**config.mk**
```make
export PLATFORM = sky130hd
export DESIGN_NAME = clint
export DESIGN_NICKNAME = d
export VERILOG_FILES = /design/src/rtl/clint_pkg.sv /design/src/rtl/clint_prescaler.sv /design/src/rtl/clint.sv
export SDC_FILE = /design/constraint.sdc
export NUM_CORES = 1
export LEC_CHECK = 0
export ABC_AREA = 1
export CAP_MARGIN = 20
export CORE_UTILIZATION = 40
export DETAILED_ROUTE_END_ITERATION = 12
export SLEW_MARGIN = 20
export SYNTH_ARGS = -nofsm -noshare
export SYNTH_HDL_FRONTEND = slang
export SYNTH_HIERARCHICAL = 1
export SYNTH_SLANG_ARGS = --single-unit
```
**constraint.sdc**
```tcl
create_clock -name clk_i -period 5.53 [get_ports clk_i]
set_input_delay 1.106 -clock clk_i [delete_from_list [all_inputs] [get_ports clk_i]]
set_output_delay 1.106 -clock clk_i [all_outputs]
set_load 0.05 [all_outputs]
```
**src/rtl/clint_pkg.sv**
```systemverilog
// Shared constants and types for the core-local interruptor.
// Register offsets, bus FSM encoding and reset values.
package clint_pkg;

  localparam logic [15:0] CLINT_MSIP        = 16'h0000;
  localparam logic [15:0] CLINT_MTIMECMP_LO = 16'h4000;
  localparam logic [15:0] CLINT_MTIMECMP_HI = 16'h4004;
  localparam logic [15:0] CLINT_MTIME_LO    = 16'hBFF8;
  localparam logic [15:0] CLINT_MTIME_HI    = 16'hBFFC;

  localparam logic [63:0] MTIMECMP_RST = 64'hFFFF_FFFF_FFFF_FFFF;

  typedef enum logic {
    IDLE = 1'b0,
    ACK  = 1'b1
  } clint_state_e;

  typedef struct packed {
    logic msip;
    logic cmp_lo;
    logic cmp_hi;
    logic mtime_lo;
    logic mtime_hi;
  } clint_sel_t;

endpackage

```
**src/rtl/clint_prescaler.sv**
```systemverilog
// mtime prescaler: one tick every TICK_DIV clk_i cycles.
// A clear restarts the count so a fresh mtime value gets a full period.
module clint_prescaler #(
  parameter int unsigned TICK_DIV = 1
) (
  input  logic clk_i,
  input  logic rst_ni,
  input  logic clear_i,
  output logic tick_o
);

  localparam logic [15:0] LAST = 16'(TICK_DIV - 1);

  logic [15:0] cnt;

  assign tick_o = (cnt == LAST);

  always_ff @(posedge clk_i or negedge rst_ni) begin
    if (!rst_ni) begin
      cnt <= '0;
    end else if (clear_i || tick_o) begin
      cnt <= '0;
    end else begin
      cnt <= cnt + 16'd1;
    end
  end

endmodule

```
**src/rtl/clint.sv**
```systemverilog
// Core-local interruptor: mtime, mtimecmp and msip behind a 32-bit slave port.
// Drives the machine timer and software interrupt levels for csrfile.
module clint
  import clint_pkg::*;
#(
  parameter int unsigned TICK_DIV = 1,
  parameter int unsigned ADDR_W   = 16
) (
  input  logic              clk_i,
  input  logic              rst_ni,
  input  logic              req_i,
  input  logic              we_i,
  input  logic [ADDR_W-1:0] addr_i,
  input  logic [31:0]       wdata_i,
  output logic              ready_o,
  output logic              rvalid_o,
  output logic [31:0]       rdata_o,
  output logic              timer_irq_o,
  output logic              software_irq_o,
  output logic [63:0]       mtime_o
);

  clint_state_e      state;
  clint_sel_t        sel;
  logic [ADDR_W-1:0] word;
  logic              accept;
  logic              wr;
  logic              tick;
  logic              mtime_wr;
  logic [63:0]       mtime_q;
  logic [63:0]       mtime_d;
  logic [63:0]       cmp_q;
  logic [63:0]       cmp_d;
  logic              msip_q;
  logic              msip_d;
  logic [31:0]       rdata_d;
  logic              unused_addr;

  assign unused_addr = ^addr_i[1:0];
  assign word        = {addr_i[ADDR_W-1:2], 2'b00};

  always_comb begin
    sel = '0;
    unique case (1'b1)
      (word == ADDR_W'(CLINT_MSIP)):        sel.msip     = 1'b1;
      (word == ADDR_W'(CLINT_MTIMECMP_LO)): sel.cmp_lo   = 1'b1;
      (word == ADDR_W'(CLINT_MTIMECMP_HI)): sel.cmp_hi   = 1'b1;
      (word == ADDR_W'(CLINT_MTIME_LO)):    sel.mtime_lo = 1'b1;
      (word == ADDR_W'(CLINT_MTIME_HI)):    sel.mtime_hi = 1'b1;
      default: ;
    endcase
  end

  assign accept   = (state == IDLE) && req_i;
  assign wr       = accept && we_i;
  assign mtime_wr = wr && (sel.mtime_lo || sel.mtime_hi);

  clint_prescaler #(
    .TICK_DIV (TICK_DIV)
  ) u_prescaler (
    .clk_i   (clk_i),
    .rst_ni  (rst_ni),
    .clear_i (mtime_wr),
    .tick_o  (tick)
  );

  // A write to either half wins over the tick; the carry is one 64-bit add.
  always_comb begin
    mtime_d = mtime_q;
    if (wr && sel.mtime_lo) begin
      mtime_d[31:0] = wdata_i;
    end else if (wr && sel.mtime_hi) begin
      mtime_d[63:32] = wdata_i;
    end else if (tick) begin
      mtime_d = mtime_q + 64'd1;
    end
  end

  always_comb begin
    cmp_d = cmp_q;
    if (wr && sel.cmp_lo) begin
      cmp_d[31:0] = wdata_i;
    end else if (wr && sel.cmp_hi) begin
      cmp_d[63:32] = wdata_i;
    end
  end

  assign msip_d = (wr && sel.msip) ? wdata_i[0] : msip_q;

  always_comb begin
    rdata_d = '0;
    unique case (1'b1)
      sel.msip:     rdata_d = {31'b0, msip_q};
      sel.cmp_lo:   rdata_d = cmp_q[31:0];
      sel.cmp_hi:   rdata_d = cmp_q[63:32];
      sel.mtime_lo: rdata_d = mtime_q[31:0];
      sel.mtime_hi: rdata_d = mtime_q[63:32];
      default: ;
    endcase
  end

  always_ff @(posedge clk_i or negedge rst_ni) begin
    if (!rst_ni) begin
      mtime_q        <= '0;
      cmp_q          <= MTIMECMP_RST;
      msip_q         <= 1'b0;
      timer_irq_o    <= 1'b0;
      software_irq_o <= 1'b0;
    end else begin
      mtime_q        <= mtime_d;
      cmp_q          <= cmp_d;
      msip_q         <= msip_d;
      timer_irq_o    <= (mtime_d >= cmp_d);
      software_irq_o <= msip_d;
    end
  end

  always_ff @(posedge clk_i or negedge rst_ni) begin
    if (!rst_ni) begin
      state    <= IDLE;
      ready_o  <= 1'b0;
      rvalid_o <= 1'b0;
      rdata_o  <= '0;
    end else begin
      unique case (state)
        IDLE: begin
          if (req_i) begin
            state    <= ACK;
            ready_o  <= 1'b1;
            rvalid_o <= ~we_i;
            if (!we_i) begin
              rdata_o <= rdata_d;
            end
          end
        end
        ACK: begin
          state    <= IDLE;
          ready_o  <= 1'b0;
          rvalid_o <= 1'b0;
        end
        default: state <= IDLE;
      endcase
    end
  end

  assign mtime_o = mtime_q;

endmodule

```
==> impl_metrics.yaml <==
synthesis:
  yosysUniqueCellTypes: 37
  synthXorXnorAreaFrac_pct: 1.42
  synthCells: 1894
  async_flop_share_pct: 100
  synthAdderAreaFrac_pct: 6.45
  synth-compound-area-share_pct: 13.6
  synthMuxAreaShare_pct: 0
  synth_edf_count: 0
  synth.avg_cell_area_sq_um: 6.86
  synth_flop_cell: "dfrtp_1"
  ys_ff_latch: 181
  syn-cell-area_sq_um: 13000
  yosys_warnings: 6
  synth-simple-area-share_pct: 32.2
  seq_area_frac_synth_pct: 35.5
  synth_top_family_by_area: "simple AND/OR/NAND/NOR gates"
  syn-num-nets: 2013
timing:
  fin_crit_sh_pct: 79.9
  final_max_slew_viol_count: 0
  hold_viol: 0
  slew_headroom_pct: 45.7
  whs_ns: 0.476
  finClkSkew_ns: 0.0139
  setup_viol: 0
  fmax_mhz: 226
  layout_min_cycle_time_ns: 4.42
  tightest_slew_ns: 0.815
  rsz0062_at_grt: "false"
  setup_tns_ns: 0
place:
  port_buffers: 149
  placed_cell_area_sq_um: 15000
  gp_congestion: 1.05
  place_hpwl_um: 36700
floorplanning:
  core_sq_um: 31800
  die_width_um: 182
  die_h_um: 182
  num_rows: 65
  dieArea_sq_um: 33200
  initial_utilization_pct: 40.9
  pin_count: 152
final_layout:
  drive_gt1_share_pct: 15.3
  final_area_sq_um: 15500
  fillCellCount: 3273
  synthToLayoutAreaGrowth_pct: 19.6
  antenna_cells: 0
  layout.nets: 2149
drt:
  viasPerCell: 5.21
  via_count: 12910
  wl_per_cell_um: 19.3
  firstDrtPassIters: 6
  drt_iter0_drc: 1040
  wl_um: 47700
  ant_nets: 0
  post-route-drc-count: 0
clocking:
  cts.hold.buffers_added: 0
  clk_pin_slew_ns: 0.07
  clockBufferDepth: 2
  cts_root_buf: "clkbuf_16"
  insertion_delay_ns: 0.46
  cts_resized: 0
  cts_buffers: 17
  htree_levels: 4
  cts_setup_buffers: 0
  cts_tree: "built"
  numClockSinks: 181
setup_path:
  cp.depth: 21
  cp_common_cell: "nand2_1"
  setup.worst_path.end_class: "flop"
  path_max_fanout: 6
  crit_chain: "inv_1 > ha_1 > nand4_1 > nor3_2 > nand2_1 > nor2_2 > nand2_1 > inv_2 > nand2_1 > nor2_4 > nand2_1 > nand2_1 > nand3_1 > a21oi_1 > ha_1 > nand2_1 > nor3_1 > nand4_1 > nor3_1 > nand2_1 > nand2_1"
  worstPathArrival_ns: 4.80
  worst-path-buf-inv: 2
  rr_worst_depth: 21
  required_ns: 5.91
  start_kind: "flop"
  critPathSlowestCell: "nor3_2"
  path_delay_family: "simple AND/OR/NAND/NOR gates"
  slowest_delay_ns: 0.51
  crit_type: "flop to flop"
global_routing:
  antenna_found_initial: 0
  grt_pass1_wl_um: 73300
  grt_overflow: 0
  grt_max_degree: 93
  gr-usage-all-layers_pct: 29.6
  grt_pass1_vias: 12599
worst_hold_path:
  worstHoldPathType: "flop to flop"
  worstHoldPathCells: 2
pwr:
  p_per_area_nw_per_um2: 193
  vdd_drop_max_v: 0.000219
  p_leak_nw: 7.22
flow_run:
  maxCapViolations: 0
status:
  status: "complete, no violations"
## cell type report
class	count	area (sq um)	share of cell area, %
multi-input combinational	1356	7000	45.0
sequential	181	4610	29.6
clock inverter	14	115	0.740
inverter	299	1120	7.23
tap	435	544	3.50
clock buffer	18	429	2.76
timing repair buffer	175	1730	11.1
## logic make-up (layout without fill, tap and decap cells)
logic type | after synthesis | in the layout
buffers and inverters | 357 | 506
XOR/XNOR | 21 | 21
AO/OA/AOI/OAI | 299 | 299
adder cells (fa/ha/maj) | 67 | 67
AND/OR/NAND/NOR | 969 | 969
flip-flops | 181 | 181
## Yosys cell counts (all sizes together) (2+ instances only)
library cell	n	share of area (%)
nand2	525	15
inv	298	8.6
nor2	243	8.2
o21ai	183	8.7
nand3	147	5.8
dfrtp	117	23
a21oi	83	3.2
ha	67	6.4
dfstp	64	13
nand4	38	1.8
buf	33	1.5
clkbuf	25	0.72
o22ai	19	0.91
xor2	18	1.2
nor3	10	0.59
and2	5	0.24
o211ai	4	0.23
o21bai	4	0.23
a22oi	3	0.17
xnor2	3	0.20
o21a	2	0.12
## routing by layer
metal | global-route usage (%) | routed length (um)
met4 | 9.01 | 1120
met1 | 40.4 | 21900
met3 | 5.83 | 3090
met2 | 47.0 | 21600
met5 | 0 | 0
## per-stage QoR
step	setup slack [ns]	utilization, %	total power [mW]	instances
global route	0.830	48.9	3.12	2478
CTS	1.26	48.9	3.02	2478
detailed placement	0.856	47.2	1.84	2446
global placement	0.884	47.2	1.84	2446
finish	1.11	48.9	3.00	2478
floorplan	2.38	-	1.65	1894
## flip-flops by register name, indices dropped and copies added, names as in the netlist
register	flops
ready_o	1
u_prescaler/cnt	16
msip_q	1
cmp_q	64
timer_irq_o	1
mtime_o	64
state	1
rvalid_o	1
rdata_o	32
## report_power, final
group / internal, mW / leakage [nW] / switching [mW]
registers: 1.35 / 2.19 / 0.0538
clock network: 0.588 / 0.270 / 0.585
logic: 0.133 / 4.76 / 0.286
total: 2.07 / 7.22 / 0.924
## worst min-delay path: cells and delay by family (launching register included)
family	cells	cell delay [ns]
flops	1	0.34
simple gates	2	0.10
## cells in the final DEF (no fill, tap or decap), types with 2 or more instances in the layout
cell type	instances
a21oi_1	83
a22oi_1	3
and2_1	5
buf_12	3
buf_4	23
clkbuf_16	17
clkdlybuf4s50_1	148
clkinv_2	4
clkinv_4	2
dfrtp_1	117
dfstp_2	64
ha_1	67
inv_1	232
inv_2	65
inv_6	6
inv_8	2
nand2_1	510
nand2_2	14
nand3_1	143
nand3_2	2
nand3_4	2
nand4_1	38
nor2_1	198
nor2_2	36
nor2_4	9
nor3_1	5
nor3_2	4
o211ai_1	4
o21a_1	2
o21ai_0	75
o21ai_1	52
o21ai_2	56
o21bai_1	4
o22ai_1	19
xnor2_1	3
xor2_1	18
## path summary, 6_finish.rpt
kind | startpoint | end | slack, ns
worst min-delay path | rdata_o[28] | rdata_o[28] | 0.48
min in group asynchronous | rst_ni | u_prescaler/cnt[12] | 0.64
max in group asynchronous | rst_ni | cmp_q[49] | 3.89
worst max-delay path | u_prescaler/cnt[0] | timer_irq_o | 1.11
worst min register to register | rdata_o[28] | rdata_o[28] | 0.48
worst max register to register | u_prescaler/cnt[0] | timer_irq_o | 1.11
Power figures use the tool's default switching activity.
